===== src/rtl/ldpc_pkg.sv =====
// Shared definitions for the LDPC variable-node datapath: FSM encoding,
// default message geometry and a width helper usable in constant expressions.
package ldpc_pkg;

    localparam int LDPC_D_WID = 8;
    localparam int LDPC_DV    = 3;

    typedef enum logic [1:0] {
        IDLE = 2'd0,
        CALC = 2'd1,
        DONE = 2'd2
    } vnc_state_e;

    function automatic int clog2(input int value);
        int r;
        r = 0;
        for (int i = 0; i < 31; i++) begin
            if ((32'sd1 << r) < value) begin
                r = r + 1;
            end
        end
        return r;
    endfunction

endpackage


===== src/rtl/vnc_sum.sv =====
// Combinational accumulator: last check message plus (message - d_last) for
// every other branch, all sign-extended so the sum can never overflow.
module vnc_sum
    import ldpc_pkg::*;
#(
    parameter  int D_WID   = LDPC_D_WID,
    parameter  int DV      = LDPC_DV,
    localparam int ACC_WID = D_WID + clog2(2 * DV)
) (
    input  logic [DV*D_WID-1:0] dvtc,
    input  logic [D_WID-1:0]    d_last,
    output logic [ACC_WID-1:0]  acc
);

    logic signed [ACC_WID-1:0] sum_s;
    logic signed [ACC_WID-1:0] last_ext_s;
    logic        [D_WID-1:0]   slice_s;

    // Sign-extended sum over all branches
    always_comb begin
        slice_s    = dvtc[(DV-1)*D_WID +: D_WID];
        sum_s      = {{(ACC_WID-D_WID){slice_s[D_WID-1]}}, slice_s};
        last_ext_s = {{(ACC_WID-D_WID){d_last[D_WID-1]}}, d_last};
        for (int i = 0; i < DV - 1; i++) begin
            slice_s = dvtc[i*D_WID +: D_WID];
            sum_s   = sum_s + {{(ACC_WID-D_WID){slice_s[D_WID-1]}}, slice_s} - last_ext_s;
        end
    end

    assign acc = sum_s;

endmodule


===== src/rtl/var_node_cell.sv =====
// LDPC variable-node cell: channel-LLR load, three-state update FSM and output fit.
// Define VNC_SAT_EN for symmetric saturation with a sticky sat_flag; otherwise the result wraps.
module var_node_cell
    import ldpc_pkg::*;
#(
    parameter int D_WID = LDPC_D_WID,
    parameter int DV    = LDPC_DV
) (
    input  logic               clk,
    input  logic               reset,
    input  logic               load_en,
    input  logic               sin,
    input  logic [D_WID-1:0]   din,
    input  logic               upd_valid,
    output logic               upd_ready,
    input  logic [DV*D_WID-1:0] dvtc,
    input  logic [D_WID-1:0]   d_last,
    output logic [D_WID-1:0]   ram_d,
    output logic               hard_bit,
    output logic               out_valid,
    output logic               busy,
    output logic               sat_flag
);

    localparam int ACC_WID = D_WID + clog2(2 * DV);
    localparam logic signed [ACC_WID-1:0] SAT_MAX = ACC_WID'((2 ** (D_WID - 1)) - 1);
    localparam logic signed [ACC_WID-1:0] SAT_MIN = -SAT_MAX;

    vnc_state_e                state_q, state_d;
    logic signed [ACC_WID-1:0] acc_q, acc_d;
    logic        [D_WID-1:0]   ram_q, ram_d_d;
    logic                      ov_q, ov_d;
    logic                      sat_q, sat_d;
    logic        [ACC_WID-1:0] sum_s;
    logic        [D_WID:0]     fit_s;

    // Returns {clipped, value}; clipping is symmetric so -2^(D_WID-1) never appears
    function automatic logic [D_WID:0] fit(input logic signed [ACC_WID-1:0] a);
`ifdef VNC_SAT_EN
        if (a > SAT_MAX) begin
            fit = {1'b1, SAT_MAX[D_WID-1:0]};
        end else if (a < SAT_MIN) begin
            fit = {1'b1, SAT_MIN[D_WID-1:0]};
        end else begin
            fit = {1'b0, a[D_WID-1:0]};
        end
`else
        fit = {1'b0, a[D_WID-1:0]};
`endif
    endfunction

    vnc_sum #(.D_WID(D_WID), .DV(DV)) u_sum (
        .dvtc   (dvtc),
        .d_last (d_last),
        .acc    (sum_s)
    );

    assign fit_s     = fit(acc_q);
    assign upd_ready = (state_q == IDLE) && !load_en;
    assign busy      = (state_q != IDLE);
    assign hard_bit  = ram_q[D_WID-1];
    assign ram_d     = ram_q;
    assign out_valid = ov_q;
    assign sat_flag  = sat_q;

    // Next-state logic; a selected load overrides any update activity
    always_comb begin
        state_d = state_q;
        acc_d   = acc_q;
        ram_d_d = ram_q;
        sat_d   = sat_q;
        ov_d    = 1'b0;
        case (state_q)
            IDLE: begin
                if (upd_valid && upd_ready) begin
                    acc_d   = sum_s;
                    state_d = CALC;
                end else begin
                    state_d = IDLE;
                end
            end
            CALC: begin
                ram_d_d = fit_s[D_WID-1:0];
                sat_d   = sat_q | fit_s[D_WID];
                ov_d    = 1'b1;
                state_d = DONE;
            end
            DONE: begin
                state_d = IDLE;
            end
            default: begin
                state_d = IDLE;
            end
        endcase
        if (load_en && sin) begin
            ram_d_d = din;
            sat_d   = 1'b0;
            ov_d    = 1'b0;
            state_d = IDLE;
        end else begin
            ram_d_d = ram_d_d;
        end
    end

    // State and datapath registers
    always_ff @(posedge clk) begin
        if (reset) begin
            state_q <= IDLE;
            acc_q   <= '0;
            ram_q   <= '0;
            ov_q    <= 1'b0;
            sat_q   <= 1'b0;
        end else begin
            state_q <= state_d;
            acc_q   <= acc_d;
            ram_q   <= ram_d_d;
            ov_q    <= ov_d;
            sat_q   <= sat_d;
        end
    end

endmodule


===== config.mk =====
export PLATFORM = sky130hd
export DESIGN_NAME = var_node_cell
export DESIGN_NICKNAME = d
export VERILOG_FILES = /design/src/rtl/ldpc_pkg.sv /design/src/rtl/vnc_sum.sv /design/src/rtl/var_node_cell.sv
export SDC_FILE = /design/constraint.sdc
export NUM_CORES = 1
export LEC_CHECK = 0
export CAP_MARGIN = 20
export CORE_MARGIN = 2
export CORE_UTILIZATION = 46
export CTS_CLUSTER_DIAMETER = 120
export DETAILED_ROUTE_END_ITERATION = 10
export PLACE_DENSITY = 0.81
export SYNTH_ARGS = -nofsm -noshare
export SYNTH_HDL_FRONTEND = slang
export SYNTH_HIERARCHICAL = 1
export SYNTH_SLANG_ARGS = --single-unit

===== constraint.sdc =====
create_clock -name clk -period 3.3 [get_ports clk]
set_input_delay 0.66 -clock clk [delete_from_list [all_inputs] [get_ports clk]]
set_output_delay 0.66 -clock clk [all_outputs]
set_load 0.03 [all_outputs]

==> out/metrics.csv <==
metric;value;unit
arrival;3.36;ns
chipWidth;60.5;um
leakagePower;0.950;nW
antenna_found_initial;0;
grtUsageMet1;18.7;%
hold_violations;0;
busiest_layer;met2;
power_density;379;nW/um2
remaining_drc_errors;0;
criticalPathCategory;in -> reg;
cp_max_fo;2;
grt-ovfl-total;0;
vias;1298;
netlist_area;1470;um2
clock_skew;0.00569;ns
io_buffers;55;
fin_crit;3.14;ns
use_met2;30.1;%
rows;20;
grt_pass1_vias;1209;
status;completed;
wire_per_inst;9.48;um
end_kind;flop;
grt_start_max_net_pins;19;
cts-resized-gates;0;
ir_drop;0.000161;V
drive_above_1_share;5.06;%
ctsHoldBuffers;0;
fin_cells;281;
cts_sinks;18;
setup_violations;0;
netlist_instances;181;
die_h;60.5;um
cts_setup_buffers;0;
first_pass_iters;4;
fin_nets;307;
vias_per_cell;4.62;
start_kind;input port;
grt_pass1_wl;4540;um
fmax;0.319;GHz
maxCapViolations;0;
ff2ff_path_depth;3;
clkLatencyLatePin;0.30;ns
cts_tree;done;
worst_pin_slew;0.697;ns
areaGrowthSynthToFinish;42.6;%
synth_area_per_cell;8.11;um2
whs_path_depth;2;
slew_headroom;53.4;%
crit_required;3.52;ns
cts-root-buf;clkbuf_4;
n_antenna_cell;0;
grt_util_met3;1.71;%
start_util;48.1;%
r2r_slack;1.89;ns
routed_wirelength;2670;um
globalplace.congestion;0.773;
period_share;95.0;%
die-area;3660;um2
placed_cells;277;
boundaryPins;58;
first_iter_violations;30;
final_antenna_net_count;0;
cts.path.max_buffers;2;
numCtsBuffers;3;
min_path_type;reg -> reg;
path_clk_slew;0.09;ns
report.final.slew_viol_count;0;
ys_warn_count;6;
setup-tns-final;0;ns
grt_usage;15.7;%
dp_hpwl;2280;um
htreeDepth;1;
core;3050;um2
syn-num-nets;250;
rsz0062_at_grt;false;
-- metrics by stage --
step / util [%] / total power (W) / hold slack [ns] / worst slack [ns] / area [um2]
6_report: 68.6 / 0.000792 / 0.454 / 0.163 / 2090
5_1_grt: 68.6 / 0.000861 / 0.475 / 0.0102 / 2090
4_1_cts: 68.6 / 0.000804 / 0.459 / 0.137 / 2090
3_5_place_dp: 67.4 / 0.000669 / 0.445 / -0.175 / 2060
3_3_place_gp: 67.4 / 0.000656 / 0.440 / -0.131 / 2060
2_1_floorplan: - / 0.000527 / 0.433 / 0.435 / 1470
-- final cells by class --
type	instances	area, um2
clock buffer	4	36.3
fill	280	960
inverter	43	161
multi-input combinational	112	892
sequential	18	360
tap	44	55.1
timing repair buffer	60	588
-- worst paths after layout --
path	startpoint	endpoint
max	dvtc[2]	acc_q[6]
min	acc_q[5]	acc_q[5]
max reg2reg	state_q[1]	acc_q[2]
min reg2reg	acc_q[5]	acc_q[5]
-- sequential cells by signal, indices dropped and copies added (netlist names) --
register,cells
acc_q,8
ram_d,8
state_q,2
-- cell usage in the layout (no fill, tap or decap) --
cell type        instances
nor3_2                   1
nand3_1                  2
ha_1                     8
or4b_1                   1
o21ai_0                  8
a21o_1                   1
o211ai_1                 2
dfxtp_1                 18
a211oi_1                 7
clkdlybuf4s50_1         55
inv_1                   43
nor3_1                   9
fa_1                    16
clkbuf_4                 3
clkbuf_8                 1
xnor2_1                  4
nor4b_2                  1
buf_4                    5
a311oi_1                 1
conb_1                   1
or2_2                    1
nor2b_1                  1
xor2_1                   1
nand2b_1                 2
a21oi_1                 11
and2_1                   1
nand2_1                 29
nor2_1                   4
-- where the power goes --
part / switching, W / leakage [nW] / internal (W)
combinational: 0.000194 / 0.782 / 0.000212
clock: 0.0000674 / 0.0210 / 0.0000673
sequential: 0.0000110 / 0.148 / 0.000240
-- metal layers --
layer	part of all wire, %	wire (um)
met1	42	1130
met2	49	1300
met3	7.8	208
met4	1.0	27
met5	0	0
-- worst max-delay path, cell delays in order --
cell	delay (ns)
clkdlybuf4s50_1	0.43
fa_1	0.54
inv_1	0.05
fa_1	0.56
inv_1	0.06
ha_1	0.29
a21oi_1	0.20
o211ai_1	0.13
nor2_1	0.12
xnor2_1	0.12
nand2_1	0.06
a21oi_1	0.13
Note: power is estimated with default switching activity, not from simulation.
